$ cat config.mk
export PLATFORM = sky130hd
export DESIGN_NAME = fir_mac_sequencer
export DESIGN_NICKNAME = d
export VERILOG_FILES = /design/src/rtl/fir_mac_pkg.sv /design/src/rtl/vedic_8X8.sv /design/src/rtl/fir_mac_sequencer.sv
export SDC_FILE = /design/constraint.sdc
export NUM_CORES = 1
export LEC_CHECK = 0
export BUFFER_PORTS_ARGS = -buffer_cell sky130_fd_sc_hd__buf_2
export CORE_ASPECT_RATIO = 0.5
export CORE_MARGIN = 5
export CORE_UTILIZATION = 60
export CTS_CLUSTER_DIAMETER = 60
export DETAILED_ROUTE_END_ITERATION = 12
export PLACE_DENSITY = 0.78
export SYNTH_ARGS = -nofsm -noshare
export SYNTH_HDL_FRONTEND = slang
export SYNTH_HIERARCHICAL = 1
export SYNTH_SLANG_ARGS = --single-unit
$ cat constraint.sdc
create_clock -name clk -period 10 [get_ports clk]
set_input_delay 0.5 -clock clk [delete_from_list [all_inputs] [get_ports clk]]
set_output_delay 0.5 -clock clk [all_outputs]
set_load 0.02 [all_outputs]
$ cat src/rtl/fir_mac_pkg.sv
// Shared definitions for the sequential FIR multiply-accumulate engine.
// Latency: n/a (types, constants and an elaboration-time helper only).
// Backpressure: n/a.
package fir_mac_pkg;

  typedef enum logic [1:0] {
    IDLE = 2'd0,
    MAC  = 2'd1,
    OUT  = 2'd2
  } state_t;

  localparam int DEF_TAPS      = 8;
  localparam int DEF_ACC_WIDTH = 20;

  // Ceiling log2 for elaboration-time widths; clog2(1) = 0.
  function automatic int clog2(input int v);
    int r;
    r = 0;
    for (int i = 0; i < 31; i++) begin
      if ((1 << i) < v) r = i + 1;
    end
    return r;
  endfunction

  // Smallest accumulator width that cannot overflow for a given tap count.
  function automatic int min_acc_width(input int taps);
    return 16 + clog2(taps);
  endfunction

endpackage

$ cat src/rtl/vedic_8X8.sv
// Unsigned 8x8 Vedic (Urdhva-Tiryagbhyam) multiplier built from 2x2 -> 4x4 -> 8x8 partial blocks.
// Latency: purely combinational, zero cycles.
// Backpressure: none; output follows the operands.
// Ports: a, b - 8-bit unsigned operands; p - 16-bit unsigned product.
module vedic_8X8 (
  input  logic [7:0]  a,
  input  logic [7:0]  b,
  output logic [15:0] p
);

  // 2x2 block: the carry of the middle column feeds the top column.
  function automatic logic [3:0] mul2(input logic [1:0] x, input logic [1:0] y);
    logic t1, t2, c1, t3;
    t1 = x[1] & y[0];
    t2 = x[0] & y[1];
    c1 = t1 & t2;
    t3 = x[1] & y[1];
    return {t3 & c1, t3 ^ c1, t1 ^ t2, x[0] & y[0]};
  endfunction

  function automatic logic [7:0] mul4(input logic [3:0] x, input logic [3:0] y);
    logic [3:0] m0, m1, m2, m3;
    m0 = mul2(x[1:0], y[1:0]);
    m1 = mul2(x[3:2], y[1:0]);
    m2 = mul2(x[1:0], y[3:2]);
    m3 = mul2(x[3:2], y[3:2]);
    return {4'b0, m0} + {2'b0, m1, 2'b0} + {2'b0, m2, 2'b0} + {m3, 4'b0};
  endfunction

  logic [7:0] w_q0, w_q1, w_q2, w_q3;

  assign w_q0 = mul4(a[3:0], b[3:0]);
  assign w_q1 = mul4(a[7:4], b[3:0]);
  assign w_q2 = mul4(a[3:0], b[7:4]);
  assign w_q3 = mul4(a[7:4], b[7:4]);

  assign p = {8'b0, w_q0} + {4'b0, w_q1, 4'b0} + {4'b0, w_q2, 4'b0} + {w_q3, 8'b0};

endmodule

$ cat src/rtl/fir_mac_sequencer.sv
// Sequential FIR: shifts one sample into a TAPS-deep delay line, then walks one tap per cycle through a shared multiplier.
// Latency: out_valid rises TAPS+1 cycles after the sample accept; one sample per TAPS+2 cycles at best.
// Backpressure: out_ready low holds the OUT state with data stable; in_ready stays low until the result is taken.
// Ports: clk/rst_n (async active-low); in_valid/in_data/in_ready sample input; coef_we/coef_addr/coef_wdata
//        coefficient write (IDLE only, addr >= TAPS ignored); out_valid/out_data/out_ready result output.
module fir_mac_sequencer
  import fir_mac_pkg::*;
#(
  parameter int TAPS      = DEF_TAPS,
  parameter int ACC_WIDTH = DEF_ACC_WIDTH
) (
  input  logic                 clk,
  input  logic                 rst_n,
  input  logic                 in_valid,
  input  logic [7:0]           in_data,
  output logic                 in_ready,
  input  logic                 coef_we,
  input  logic [3:0]           coef_addr,
  input  logic [7:0]           coef_wdata,
  output logic                 out_valid,
  output logic [ACC_WIDTH-1:0] out_data,
  input  logic                 out_ready
);

  localparam int IDX_W = clog2(TAPS);
  localparam logic [IDX_W-1:0] LAST_IDX = IDX_W'(TAPS - 1);

  state_t               r_state, w_next;
  logic [7:0]           r_x [TAPS];
  logic [7:0]           r_h [TAPS];
  logic [IDX_W-1:0]     r_idx;
  logic [ACC_WIDTH-1:0] r_acc, r_out_data, w_sum;
  logic [7:0]           w_a, w_b;
  logic [15:0]          w_prod;
  logic                 w_accept, w_coef_wr, w_last;

  assign w_accept  = in_valid && (r_state == IDLE);
  assign w_coef_wr = coef_we && (r_state == IDLE) && (int'(coef_addr) < TAPS);
  assign w_last    = (r_state == MAC) && (r_idx == LAST_IDX);

  assign w_a   = r_x[r_idx];
  assign w_b   = r_h[r_idx];
  assign w_sum = r_acc + ACC_WIDTH'(w_prod);

  vedic_8X8 u_mul (
    .a (w_a),
    .b (w_b),
    .p (w_prod)
  );

  always_comb begin
    w_next    = r_state;
    in_ready  = 1'b0;
    out_valid = 1'b0;
    case (r_state)
      IDLE: begin
        in_ready = 1'b1;
        if (in_valid) w_next = MAC;
      end
      MAC: begin
        if (r_idx == LAST_IDX) w_next = OUT;
      end
      OUT: begin
        out_valid = 1'b1;
        if (out_ready) w_next = IDLE;
      end
      default: w_next = IDLE;
    endcase
  end

  assign out_data = r_out_data;

  always_ff @(posedge clk or negedge rst_n) begin
    if (!rst_n) begin
      r_state    <= IDLE;
      r_idx      <= '0;
      r_acc      <= '0;
      r_out_data <= '0;
    end else begin
      r_state <= w_next;
      if (w_accept) begin
        r_acc <= '0;
        r_idx <= '0;
      end else if (r_state == MAC) begin
        r_acc <= w_sum;
        if (w_last) begin
          // Capture the finished sum separately so it survives the next accept clearing r_acc.
          r_out_data <= w_sum;
          r_idx      <= '0;
        end else begin
          r_idx <= r_idx + 1'b1;
        end
      end
    end
  end

  // A same-cycle coefficient write lands here before the first MAC cycle reads r_h.
  always_ff @(posedge clk or negedge rst_n) begin
    if (!rst_n) begin
      for (int k = 0; k < TAPS; k++) r_h[k] <= '0;
    end else if (w_coef_wr) begin
      r_h[coef_addr[IDX_W-1:0]] <= coef_wdata;
    end
  end

  always_ff @(posedge clk or negedge rst_n) begin
    if (!rst_n) begin
      for (int k = 0; k < TAPS; k++) r_x[k] <= '0;
    end else if (w_accept) begin
      for (int k = TAPS - 1; k > 0; k--) r_x[k] <= r_x[k-1];
      r_x[0] <= in_data;
    end
  end

endmodule

==> results of run 1 <==
==> cell families after synthesis <==
family	count (synthesis)	synth area share (%)
buffers and inverters	116	4.042
AND/OR/NAND/NOR	397	16.66
multiplexers	114	15.13
XOR/XNOR	32	2.579
flip-flops	173	39.84
adder cells (fa/ha/maj)	104	14.05
AO/OA/AOI/OAI	124	7.692
==> flip-flops by register name, indices dropped and copies added, names as in the netlist <==
signal    flops
r_h          64
r_acc        20
r_x          64
r_state       2
out_data     20
r_idx         3
==> cell type report <==
class	count	share of cell area, %
Timing Repair Buffer	53	2.424
Clock inverter	14	1.543
Clock buffer	18	3.684
Sequential cell	173	36.32
Multi-Input combinational cell	771	51.18
Tap cell	234	2.456
Inverter	76	2.393
==> final timing paths <==
path | from | to | slack (ns)
worst max-delay path | r_idx[0] | r_acc[17] | 1.78
worst min-delay path | rst_n | r_x[41] | 0.14
worst max register to register | r_idx[0] | r_acc[17] | 1.78
worst min register to register | r_x[7] | r_x[7] | 0.48
max in group asynchronous | rst_n | r_idx[0] | 8.33
min in group clk | out_ready | r_state[1] | 0.25
==> Yosys cell counts, drive strengths merged (5+ instances only) <==
cell type    n  area (um2)
nand3       26       135.1
ha          74       925.9
mux2        82       923.4
xor2        15       131.4
mux4        32       720.7
a21o        16       121.4
inv         76       285.3
fa          30       600.6
nor2        19       73.82
a21oi       27       135.1
and2        59       369.1
and3         7       48.80
clkbuf      36       135.1
nor3         9       50.05
o21ai       50       261.5
nand2      252       945.9
dfrtp      173        4329
a31oi        5       31.28
xnor2       17       148.9
nand2b       6       37.54
==> through the flow <==
stage / cells / hold WS [ns] / setup slack [ns] / cell area (um2)
finish: 1339 / 0.1358 / 1.785 / 11920
global route: 1339 / 0.2326 / 1.218 / 11920
CTS: 1339 / 0.1815 / 1.705 / 11920
detailed placement: 1307 / 0.4620 / 1.748 / 11300
global placement: 1307 / 0.4530 / 1.935 / 11300
floorplan: 1060 / 0.2044 / 2.464 / 10870
==> layer usage <==
layer  vias to the layer above  GRT usage (%)  part of all wire, %  routed length (um)
met4                         0          6.722                  1.9                 454
li1                       3653              -                    -                   -
met5                         -              0                    0                   0
met2                       192          37.93                   48               11260
met3                        40          4.271                  4.6                1095
met1                      3868          32.77                   46               10860
==> results by group, run 1 <==
Outcome
  • Status: finished clean

Global route
  • Grt ovf: 0
  • Number of global-route vias before repair: 7745
  • Largest net degree at the start of global routing: 97
  • First-pass GRT wire length: 39960 um
  • Gr usage total: 23.35%
  • Initial antenna violation count: 0

Critical path
  • Crit-path max FO: 35
  • Crit. End Element: flip-flop
  • Most used cell, CP: ha_1
  • CP Data Required Time: 10.31 ns
  • WP depth: 27
  • Crit-path slowest cell: dfrtp_2
  • Critical setup path kind: reg2reg
  • CP arrival: 8.53 ns
  • Crit path max-delay family: adder cells
  • Worst r2r path cells: 27
  • Type of origin of the critical path: flip-flop
  • Buffers and inverters on the worst path: 3
  • Worst path max stage delay: 1.08 ns

Die
  • Initial Util: 61.84%
  • Die span in y: 105.2 um
  • Top Ports: 47
  • CORE AREA: approximately 18000 um2
  • Die area: 21060 um2
  • Die X: ~200 um
  • # rows: 34

STA
  • Post-route clock period utilization: 82.15%
  • Clock skew: 0.008437 ns
  • Slew headroom: a little over a quarter
  • Final hold vios: 0
  • Max Freq: 121.7 MHz
  • Finish-stage setup viols: 0
  • Max-slew violation count: 0
  • RSZ-0062 raised after global routing: no
  • Post-Route Setup TNS: 0 ns
  • Worst-margin pin slew: 1.101 ns
  • Post-layout minimum cycle time: 8.215 ns

Yosys
  • Post-synth EDFFs: 0
  • Sequential area share after synthesis: 39.84%
  • Post-Syn Nets: roughly 1200
  • Avg Synthesized Cell Area: 10.25 um2
  • Netlist Area Pre-Place: 10870 um2
  • Asr flop ratio synth: 100.0%
  • Ys flop type: dfrtp_1
  • Unique cell type count in the Yosys netlist: 56
  • Mapped Cells: 1060
  • Yosys Warn Count: 6
  • FF+latch count, synth: 173

Clocking
  • Clock Root Buffer: clkbuf_16
  • Worst-Skew Late Latency: 0.43 ns
  • Cts hold-fix bufs: 0
  • # Post-CTS Setup Buffers: 0
  • H-tree depth: 4
  • CTS tree: yes
  • Post-CTS resize count: 0
  • CTS buffer count: 17
  • Clock-pin slew on the worst setup and hold paths: 0.07 ns
  • CTS sink count: 173
  • CTS Buffer Depth: 2

Placement
  • Dpl hpwl: 16490 um
  • Port bufs: 46
  • Final GP Congestion: 0.9327

Detailed routing
  • Antenna-violating nets left: 0
  • Routed wire length: 23680 um
  • Residual DRC: 0
  • Vias per cell: 5.790
  • Detailed-router iteration count before antenna repair: 5
  • Via Count: just under 8000
  • WL/cell: 17.68 um
  • Iter 0 DRT Violations: 470

Cells and area
  • Most frequent cells in the layout: nand2_1, dfrtp_1, mux2_2
  • Area delta synth->final: 9.719%
  • Multi-input logic area: 6101 um2
  • FF/Latch Area: 4330 um2
  • Post-layout util: between 60 and 70%
  • Commonest non-fill, non-tap cell in the layout: nand2_1
  • Fillers: 1277
  • Antenna cells: 0
  • Layout cell share with drive strength beyond 1: around 20%
  • Nets: ~1200

Worst hold path
  • Hold/Removal Path Class: in2async

Run
  • Total of max-cap violations: 0
Power of run 1 is left out: the tool's default activity adds up to more than one toggle a clock period on the data nets, which glitch-free logic cannot reach.
==> run 2, diff against run 1 <==
--- a/config.mk
+++ b/config.mk
@@ -5,13 +5,14 @@
 export SDC_FILE = /design/constraint.sdc
 export NUM_CORES = 1
 export LEC_CHECK = 0
+export ABC_AREA = 1
 export BUFFER_PORTS_ARGS = -buffer_cell sky130_fd_sc_hd__buf_2
 export CORE_ASPECT_RATIO = 0.5
 export CORE_MARGIN = 5
-export CORE_UTILIZATION = 60
+export CORE_UTILIZATION = 57
 export CTS_CLUSTER_DIAMETER = 60
 export DETAILED_ROUTE_END_ITERATION = 12
-export PLACE_DENSITY = 0.78
+export PLACE_DENSITY = 0.77
 export SYNTH_ARGS = -nofsm -noshare
 export SYNTH_HDL_FRONTEND = slang
 export SYNTH_HIERARCHICAL = 1
==> constraint.sdc (replaced) <==
create_clock -name clk -period 6.8 [get_ports clk]
set_input_delay 0.34 -clock clk [delete_from_list [all_inputs] [get_ports clk]]
set_output_delay 0.34 -clock clk [all_outputs]
set_load 0.02 [all_outputs]
==> run 2 against run 1 <==
Net effect:
- hold slack worse by 0.17 ns
- area after synthesis is 4.5% higher
- wire length is 11% higher
- the flow now finishes with violations (negative hold slack)
- setup slack worse by 1.5 ns
- clock skew is 0.0044 ns higher
- largest cell class unchanged
- critical endpoint is now out_data[16]
- register-to-register slack worse by 1.5 ns
- sequential share of layout area is 2.4 points lower
- utilization is 2.5 points lower
- clock-buffer cell count stayed put
- final area is 7.0% higher
- via count is 25% higher
- maximum frequency is 26% higher
==> results by group, run 2 <==
Placement
  • Placed Cells: 1772 (+36%)
  • Final GP Congestion: 0.9309 (-0.19%)
  • Placed Instance Area: 11850 um2 (+4.8%)
  • Port bufs: 46 (unchanged)
  • Dpl hpwl: 18330 um (+11%)

STA
  • Max Freq: 153.5 MHz (+26%)
  • Worst-margin pin slew: 1.013 ns (-0.08754 ns)
  • Final hold vios: 21 (+21)
  • Max-slew violation count: 0 (unchanged)
  • Finish-stage setup viols: 0 (unchanged)
  • Slew headroom: 32.44% (+5.8 points)
  • Clock skew: 0.01280 ns (+0.004363 ns)
  • Hold Slack: -0.03711 ns (-0.1729 ns)
  • Post-route clock period utilization: 95.80% (+14 points)
  • Post-layout minimum cycle time: 6.514 ns (-1.701 ns)

Clocking
  • CTS buffer count: 17 (unchanged)
  • H-tree depth: 4 (unchanged)
  • Clock Root Buffer: clkbuf_16
  • Cts hold-fix bufs: 0 (unchanged)
  • Worst-Skew Late Latency: 0.45 ns (+0.02 ns)
  • CTS tree: yes
  • CTS Buffer Depth: 2 (unchanged)
  • Clock-pin slew on the worst setup and hold paths: 0.07 ns (about the same)
  • CTS sink count: 173 (unchanged)

Cells and area
  • Antenna cells: 0 (unchanged)
  • Post-route insts no fill: 1816 (+36%)
  • FF/Latch Area: 4332 um2 (about the same)
  • Nets: 1666 (+36%)
  • Area delta synth->final: 12.25%
  • Layout cell share with drive strength beyond 1: 12.26% (-7.7 points)
  • Fin area: 12750 um2 (+7.0%)
  • Post-layout util: 65.38% (-2.5 points)
  • Fillers: 1621 (+27%)
  • Commonest non-fill, non-tap cell in the layout: nand2_1
  • Top Registers: r_h: 64 flops, r_x: 64 flops
  • Multi-input logic area: 5908 um2 (-3.2%)
  • Most frequent cells in the layout: nand2_1, inv_1, dfrtp_1

Detailed routing
  • Iter 0 DRT Violations: 976 (+110%)
  • WL/cell: 14.53 um (-18%)
  • Detailed-router iteration count before antenna repair: 6 (+1)
  • Routed wire length: 26390 um (+11%)
  • Via Count: 9703 (+25%)
  • Vias per cell: 5.343 (-7.7%)
  • Antenna-violating nets left: 0 (unchanged)
  • Residual DRC: 0 (unchanged)

Yosys
  • Synth Area in Compound Gates: 13.98% (+6.3 points)
  • Top-area cell type share of the netlist area: 38.11% (-1.7 points)
  • Mux cell area share after synthesis: 0% (-15 points)
  • Most frequent cells after synthesis: nand2_1, inv_1, dfrtp_1
  • Asr flop ratio synth: 100.0% (unchanged)
  • Sequential area share after synthesis: 38.11% (-1.7 points)
  • Yosys Warn Count: 6 (unchanged)
  • Avg Synthesized Cell Area: 7.593 um2 (-26%)
  • Netlist Area Pre-Place: 11360 um2 (+4.5%)
  • Area leader, netlist: dfrtp_1
  • Largest family of logic cells by synthesized area: simple AND/OR/NAND/NOR gates
  • Synth Area in Adders: 13.44% (-0.61 points)
  • Simple-gate share of the synthesized area: 21.70% (+5.0 points)
  • Unique cell type count in the Yosys netlist: 37 (-34%)
  • Post-Synth XOR/XNOR Area: 1.773% (-0.81 points)
  • FF+latch count, synth: 173 (unchanged)
  • Mapped Cells: 1496 (+41%)
  • Post-synth EDFFs: 0 (unchanged)
  • Largest cells by area after synthesis: dfrtp_1, nand2_1, ha_1, inv_1, o21ai_0
  • Post-Syn Nets: 1625 (+37%)
  • Top-count cell post-synth: nand2_1
  • Ys flop type: dfrtp_1

Global route
  • First-pass GRT wire length: 44040 um (+10%)
  • Grt ovf: 0 (unchanged)
  • Initial antenna violation count: 0 (unchanged)
  • Gr usage total: 23.41% (+0.060 points)
  • Largest net degree at the start of global routing: 100 (+3.1%)
  • Number of global-route vias before repair: 9224 (+19%)

Critical path
  • CP arrival: 6.85 ns (-1.68 ns)
  • Crit-path slowest cell: fa_1
  • Worst path max stage delay: 0.54 ns (-0.54 ns)
  • R2R Setup Slk: 0.29 ns (-1.50 ns)
  • Buffers and inverters on the worst path: 7 (+4)
  • Worst setup path start: r_idx[0]
  • Most used cell, CP: nand2_1
  • Reg-to-reg startpoint: r_idx[0]
  • Worst r2r path cells: 38 (+41%)
  • Crit. End Element: flip-flop
  • Crit-path max FO: 22 (-37%)
  • Critical setup path kind: reg2reg
  • Crit path max-delay family: adder cells
  • CP Data Required Time: 7.14 ns (-3.17 ns)
  • Type of origin of the critical path: flip-flop
  • R2R Path End: out_data[16]

Run
  • Total of max-cap violations: 0 (unchanged)

Outcome
  • Failing checks: negative hold slack
  • Status: finished, violations left

Die
  • Top Ports: 47 (unchanged)
  • Initial Util: 58.24% (-3.6 points)
  • # rows: 36 (+5.9%)
  • Die X: 209.6 um (+4.7%)
  • Die area: 23020 um2 (+9.3%)
  • Die span in y: 109.8 um (+4.4%)
  • CORE AREA: 19500 um2 (+11%)

Worst hold path
  • Hold/Removal Path Class: in2async
==> run 2: metrics by stage <==
step	setup TNS (ns)	hold WS, ns	worst slack, ns
6_report	0	-0.03711	0.2859
5_1_grt	-0.5530	0.04383	-0.06549
4_1_cts	0	0.005589	0.03294
3_5_place_dp	0	0.4619	0.08477
3_3_place_gp	0	0.4551	0.2412
2_1_floorplan	0	0.04441	0.8594
==> run 2: how the worst max path moves through the flow <==
stage	endpoint	cells after the start	slack (ns)
after global placement	out_data[17]	38	0.24
after CTS	r_acc[17]	38	0.03
after global routing	out_data[17]	38	-0.07
after detailed placement	r_acc[17]	38	0.08
after floorplan	r_acc[17]	39	0.86
final	out_data[16]	38	0.29
==> run 2: layer usage <==
| layer | wire (um) | vias to the layer above | part of all wire, % | track usage [%] |
|---|---|---|---|---|
| li1 | - | 4804 | - | - |
| met4 | 371 | 0 | 1.4 | 6.282 |
| met2 | 12130 | 320 | 46 | 38.87 |
| met1 | 12280 | 4543 | 47 | 32.26 |
| met3 | 1612 | 36 | 6.1 | 4.133 |
| met5 | 0 | - | 0 | 0 |
==> run 2: repair_timing <==
item,4_1_cts,5_1_grt
gates resized for setup,2,38
buffers inserted,0,10
gates cloned,0,2
pin swaps,0,1
setup endpoints to repair,6,22
==> run 2: cells by family (layout without fill, tap and decap cells) <==
kind of cell / after synthesis / after routing
AO/OA/AOI/OAI: 301 / 301
XOR/XNOR: 23 / 23
adder cells (fa/ha/maj): 104 / 104
buffers and inverters: 307 / 361
flip-flops: 173 / 173
AND/OR/NAND/NOR: 588 / 588
==> run 2: layout make-up <==
type / instances / share of cell area, %
clock buffer: 18 / 3.444
clock inverter: 14 / 1.374
inverter: 239 / 7.114
multi-input combinational: 1016 / 46.33
sequential: 173 / 33.97
tap: 266 / 2.610
timing repair buffer: 90 / 5.152
Power of run 2 is left out for the same reason.
